<file path="src/rtl/stopwatch_pkg.sv">
// rtl/stopwatch_pkg.sv - shared state encoding and debounce defaults for stopwatch_ctrl
package stopwatch_pkg;

  localparam logic ST_STOP = 1'b0;
  localparam logic ST_RUN  = 1'b1;

  typedef enum logic {
    STOP = ST_STOP,
    RUN  = ST_RUN
  } state_e;

  localparam int DB_TICKS_DEFAULT = 20;
  localparam int DB_TICKS_SIM     = 4;

endpackage

</file>
<file path="src/rtl/btn_debounce.sv">
// rtl/btn_debounce.sv - two-flop synchroniser, tick-sampled debounce counter and rising-edge press pulse
module btn_debounce #(
  parameter int DB_TICKS = 20,
  parameter int CNT_W    = 5
) (
  input  logic clk,
  input  logic rst,
  input  logic tick,
  input  logic btn_raw,
  output logic level,
  output logic press_p
);

  localparam logic [CNT_W-1:0] CNT_LAST = CNT_W'(DB_TICKS - 1);

  logic             sync1_q, sync1_d;
  logic             sync2_q, sync2_d;
  logic             lvl_q, lvl_d;
  logic             lvl_dly_q, lvl_dly_d;
  logic [CNT_W-1:0] cnt_q, cnt_d;

  always_comb begin
    sync1_d   = btn_raw;
    sync2_d   = sync1_q;
    lvl_d     = lvl_q;
    cnt_d     = cnt_q;
    lvl_dly_d = lvl_q;
    // Any disagreement that does not persist to the last tick restarts the count.
    if (tick) begin
      if (sync2_q == lvl_q) begin
        cnt_d = '0;
      end else if (cnt_q == CNT_LAST) begin
        lvl_d = sync2_q;
        cnt_d = '0;
      end else begin
        cnt_d = cnt_q + 1'b1;
      end
    end
  end

  always_ff @(posedge clk) begin
    if (!rst) begin
      sync1_q   <= 1'b0;
      sync2_q   <= 1'b0;
      lvl_q     <= 1'b0;
      lvl_dly_q <= 1'b0;
      cnt_q     <= '0;
    end else begin
      sync1_q   <= sync1_d;
      sync2_q   <= sync2_d;
      lvl_q     <= lvl_d;
      lvl_dly_q <= lvl_dly_d;
      cnt_q     <= cnt_d;
    end
  end

  assign level   = lvl_q;
  assign press_p = lvl_q & ~lvl_dly_q;

endmodule

</file>
<file path="src/rtl/stopwatch_ctrl.sv">
// rtl/stopwatch_ctrl.sv - run/stop/clear FSM and counter gating; CLR_WHILE_RUN_EN lets clear act in RUN
module stopwatch_ctrl
  import stopwatch_pkg::*;
#(
  parameter int DB_TICKS = DB_TICKS_DEFAULT,
  parameter int CNT_W    = 5
) (
  input  logic clk,
  input  logic rst,
  input  logic tick_1k,
  input  logic en_in,
  input  logic btn_run,
  input  logic btn_clr,
  output logic count_en,
  output logic count_clr,
  output logic running
);

  state_e state_q, state_d;
  logic   clr_q, clr_d;
  logic   run_p, clr_p;
  logic   clr_ok;

  btn_debounce #(.DB_TICKS(DB_TICKS), .CNT_W(CNT_W)) u_db_run (
    .clk     (clk),
    .rst     (rst),
    .tick    (tick_1k),
    .btn_raw (btn_run),
    .level   (),
    .press_p (run_p)
  );

  btn_debounce #(.DB_TICKS(DB_TICKS), .CNT_W(CNT_W)) u_db_clr (
    .clk     (clk),
    .rst     (rst),
    .tick    (tick_1k),
    .btn_raw (btn_clr),
    .level   (),
    .press_p (clr_p)
  );

  always_comb begin
    state_d = state_q;
    clr_d   = 1'b0;
`ifdef CLR_WHILE_RUN_EN
    clr_ok  = clr_p;
`else
    clr_ok  = clr_p & (state_q == STOP);
`endif
    // An accepted clear outranks a coincident run/stop press.
    if (clr_ok) begin
      clr_d   = 1'b1;
      state_d = STOP;
    end else if (run_p) begin
      state_d = (state_q == STOP) ? RUN : STOP;
    end
  end

  always_ff @(posedge clk) begin
    if (!rst) begin
      state_q <= STOP;
      clr_q   <= 1'b0;
    end else begin
      state_q <= state_d;
      clr_q   <= clr_d;
    end
  end

  assign count_en  = en_in & (state_q == RUN);
  assign count_clr = clr_q;
  assign running   = (state_q == RUN);

endmodule

</file>
<file path="config.mk">
export PLATFORM = sky130hd
export DESIGN_NAME = stopwatch_ctrl
export DESIGN_NICKNAME = d
export VERILOG_FILES = /design/src/rtl/stopwatch_pkg.sv /design/src/rtl/btn_debounce.sv /design/src/rtl/stopwatch_ctrl.sv
export SDC_FILE = /design/constraint.sdc
export NUM_CORES = 1
export LEC_CHECK = 0
export BUFFER_PORTS_ARGS = -buffer_cell sky130_fd_sc_hd__buf_2
export CORE_ASPECT_RATIO = 1.1
export CORE_UTILIZATION = 55
export CTS_BUF_LIST = sky130_fd_sc_hd__clkbuf_16
export CTS_CLUSTER_SIZE = 20
export DETAILED_ROUTE_END_ITERATION = 10
export PLACE_DENSITY = 0.77
export SYNTH_ARGS = -nofsm -noshare
export SYNTH_HDL_FRONTEND = slang
export SYNTH_SLANG_ARGS = --single-unit
</file>
<file path="constraint.sdc">
create_clock -name clk -period 3.6 [get_ports clk]
set_clock_uncertainty 0.15 [all_clocks]
set_input_delay 0.36 -clock clk [delete_from_list [all_inputs] [get_ports clk]]
set_output_delay 0.36 -clock clk [all_outputs]
set_load 0.02 [all_outputs]
</file>
# Yosys cells after proc, flatten, opt, wreduce, memory -nomap -nowiden
# Cells that the tools add are included.
# word_totals
ff_bits,20
output_inout_bits,3
word_cells,37
mem_bits_rw,0
n_memories,0
latchBits,0
romBits,0
# op_classes
shift,0
reduce_logical,3
addsub,2
bitwise_logic,10
order_cmp,0
mux,6
n_eq_ne,4
div_mod_pow,0
n_mul,0
# ops
operator,n
two-way mux 5 bit,4
adder 5 x 1 -> 5 bit (second input constant),2
== test 5 bit (second input constant),2
inverter 1 bit,6
AND reduction 3 bit,2
AND 1 bit,4
== test 1 bit,2
two-way mux 1 bit,2
OR reduction 2 bit,1

# Longest topological paths before layout
# depth
depth_word,4
ltp_mapped,4
mapped_depth_nobuf,4

# By module
# A second synthesis with hierarchy kept.
# unflattened
cells_unflattened,94
area_unflattened_um2,865.8
# by_module_without_submodules
module,n_inst,cells_each,area_per_inst_um2,seq_area_each_um2
btn_debounce,2,43,395.4,180.2
stopwatch_ctrl,1,8,75.1,40.0

# Worst setup path before layout
# Ideal clock, no wire load.
# synth_timing
path_type,register -> register
from,reg u_db_run.cnt_q[0]
to,"reg u_db_run.lvl_q, in the netlist u_db_run.level"
slack_ns,2.192
setup_time_ns,0.070
stages_incl_launch_ff,5
n_path_buf,0
t_arrival_ns,1.188
cell_sequence,dfxtp_1 ha_1 nand4bb_1 or3_1 a21oi_1
# synth_between
elab_chain_cells,2
# synth_lines
item,line_no,rtl
"start, declared",btn_debounce.sv:20,"logic [CNT_W-1:0] cnt_q, cnt_d;"
"start signal, assigned",btn_debounce.sv:53,cnt_q <= cnt_d;
== test 5 bit,btn_debounce.sv:32,end else if (cnt_q == CNT_LAST) begin
AND reduction 3 bit (no line),--,
"end signal, assigned",btn_debounce.sv:51,lvl_q <= lvl_d;
"end, declared",btn_debounce.sv:18,"logic lvl_q, lvl_d;"
# Every way passes these cells.
# A chain may end at the register's enable or synchronous reset.

# Worst setup path after layout
# Ends and elaborated chain as after synthesis.

==> out/summary.txt <==
Root Driver: clkbuf_16
FP Rows: 14
largest net degree at the start of global routing: 14
layout cells sized above 1: 12.3%
post-cts hold buffer count: 0
top-area cell type share of the netlist area: 44.4%
Synth Area per Inst: 9.19 um2
Ant. Diodes: 0
Post-synth EDFFs: 0
Syn Inst Count: 98
Resize count post-CTS: 0
routability cong.: 0.802
sum of buffers and inverters on the critical path: 0
post-synthesis cell area: 901 um2
synthesized flop and latch total: 20
first-pass GRT wire length: 2.67 mm
unrepaired setup endpoints after global routing: false
FMAX: 599 MHz
Critical Path Max Stage Delay: 410 ps
total power: 0.468 mW
P_leak: 0.373 nW
status: finished, final reports clean
clk sinks: 20
CTS HTree Levels: 1
Worst EP required: 3630 ps
Critical Path Start Type: flop
sequential-to-total area share from yosys stat: 44.4%
Yosys warning count: 0
routed length per placed instance: 13.2 um
DRT Pass-1 Iters: 4
Fin Hold WS: 162 ps
Layout area overhead: 11.5%
Total Die Area: 0.00180 mm2
Pwr Density: 465 mW/mm2
CTS tree: yes
Final Hold Fails: 0
Non-Filler Instances: 122
critical path type: reg -> reg
Slowest cell on crit path: or3_1
Port Buffer Count: 8
CP arrival: 1700 ps
final wirelength: 1.62 mm
critical path capture point type: flop
Main synth FF type: dfxtp_1
Synth cell types: 30
Net count, final: 115
Tightest Pin Transition: 470 ps
number of remaining DRC errors: 0
pins over their slew limit: 0
top cell family by delay on the critical path: simple AND/OR/NAND/NOR gates
cts bufs inserted: 3
GRT overflow: 0
Fill cells: 120
initial antenna violation count: 0
post-route setup slack: 1930 ps
Setup TNS Final: 0 ps
most frequent cell after synthesis: dfxtp_1
HP Class: in -> reg
vias in the first global route: 637
DR vias/cell: 6.05
Post-CTS Setup Repair Bufs: 0
Post-synth ARST share: 0%
Max-Slew Margin vs Limit: 68.6%
Clock transition at path regs: 50 ps
CP cell instances: ha_1 > nand4bb_1 > or3_1 > a21oi_1
fin crit period: 1670 ps
critical path fanouts, max: 7
Die Span X: 40.6 um
IO Count: 9
drt first-iter violations: 21
worst skew pair latency: 250 ps
antenna-violating nets left: 0
hpwl dp: 1.12 mm
Max-Cap Viols: 0
Synth top cells by count: dfxtp_1 (20), a21oi_1 (10), nand2_1 (9)
Die H: 44.4 um
Synth area leaders: dfxtp_1 (44%), a21oi_1 (5.6%), and2_1 (4.2%)
gr usage total: 22.3%
Setup-failing EPs final: 0
Clock Path Buffers: 2
Synthesized Nets: 106
Via Count: 738
Post-Place Setup Slack: 1910 ps
Starting Density: 62.0%
dominant cell type by area after synthesis: dfxtp_1
Placed Instances: 118
Core Box Area: 0.00145 mm2
VDD IR max: 0.336 mV
fin crit share: 46.4%
[per-layer routing]
metal	routed length [um]	track usage [%]
met1	688	23.2
met2	838	39.7
met3	55	6.03
met4	32	10.0
met5	0	0
[state kept, by name, indices dropped and copies added (netlist names)]
| signal | count |
|---|---|
| u_db_run.lvl_dly_q | 1 |
| count_clr | 1 |
| u_db_run.level | 1 |
| u_db_clr.lvl_dly_q | 1 |
| u_db_run.sync2_q | 1 |
| u_db_clr.cnt_q | 5 |
| running | 1 |
| u_db_clr.sync1_q | 1 |
| u_db_clr.sync2_q | 1 |
| u_db_clr.level | 1 |
| u_db_run.sync1_q | 1 |
| u_db_run.cnt_q | 5 |
[through the flow]
step / util [%] / area, um2
floorplan: - / 901
global placement: 63.7 / 926
detailed placement: 63.7 / 926
CTS: 69.1 / 1000
global route: 69.1 / 1000
finish: 69.1 / 1000
[power by group]
| group | total, mW | switching [mW] | internal, mW |
|---|---|---|---|
| combinational | 0.0179 | 0.0114 | 0.00650 |
| clock | 0.224 | 0.0758 | 0.148 |
| sequential | 0.226 | 0.00194 | 0.224 |
[path summary, 6_finish.rpt]
kind / from / end / slack [ps] / depth (start not counted)
worst max register to register: u_db_run.cnt_q[0] / u_db_run.level / 1930 / 4
worst min register to register: u_db_clr.lvl_dly_q / count_clr / 270 / 1
worst min-delay path: btn_clr / u_db_clr.sync1_q / 160 / 2
worst max-delay path: u_db_run.cnt_q[0] / u_db_run.level / 1930 / 4
[layout make-up]
class                      instances  area (um2)  area share, %
clock inverter                     1        3.75          0.374
timing repair buffer               8        40.0           3.99
clock buffer                       3        75.1           7.47
tap                               16        20.0           1.99
sequential                        20         400           39.9
multi-input combinational         69         447           44.5
inverter                           5        18.8           1.87
[cell usage in the layout, fill, tap and decap left out, types with 4 or more instances in the layout]
cell type / n
nand3_1: 5
inv_1: 5
dfxtp_1: 20
and2_1: 6
nand2_1: 9
buf_2: 8
nand4b_1: 4
a21oi_1: 10
[cells by family (layout without fill, tap and decap cells)]
kind of cell / Yosys count / in the layout / synth area share (%)
AO/OA/AOI/OAI: 21 / 21 / 14.3
flip-flops: 20 / 20 / 44.4
adder cells (fa/ha/maj): 2 / 2 / 2.78
XOR/XNOR: 4 / 4 / 3.89
buffers and inverters: 9 / 17 / 5.97
AND/OR/NAND/NOR: 42 / 42 / 28.6
No activity file was read; power rests on OpenSTA's default activity.
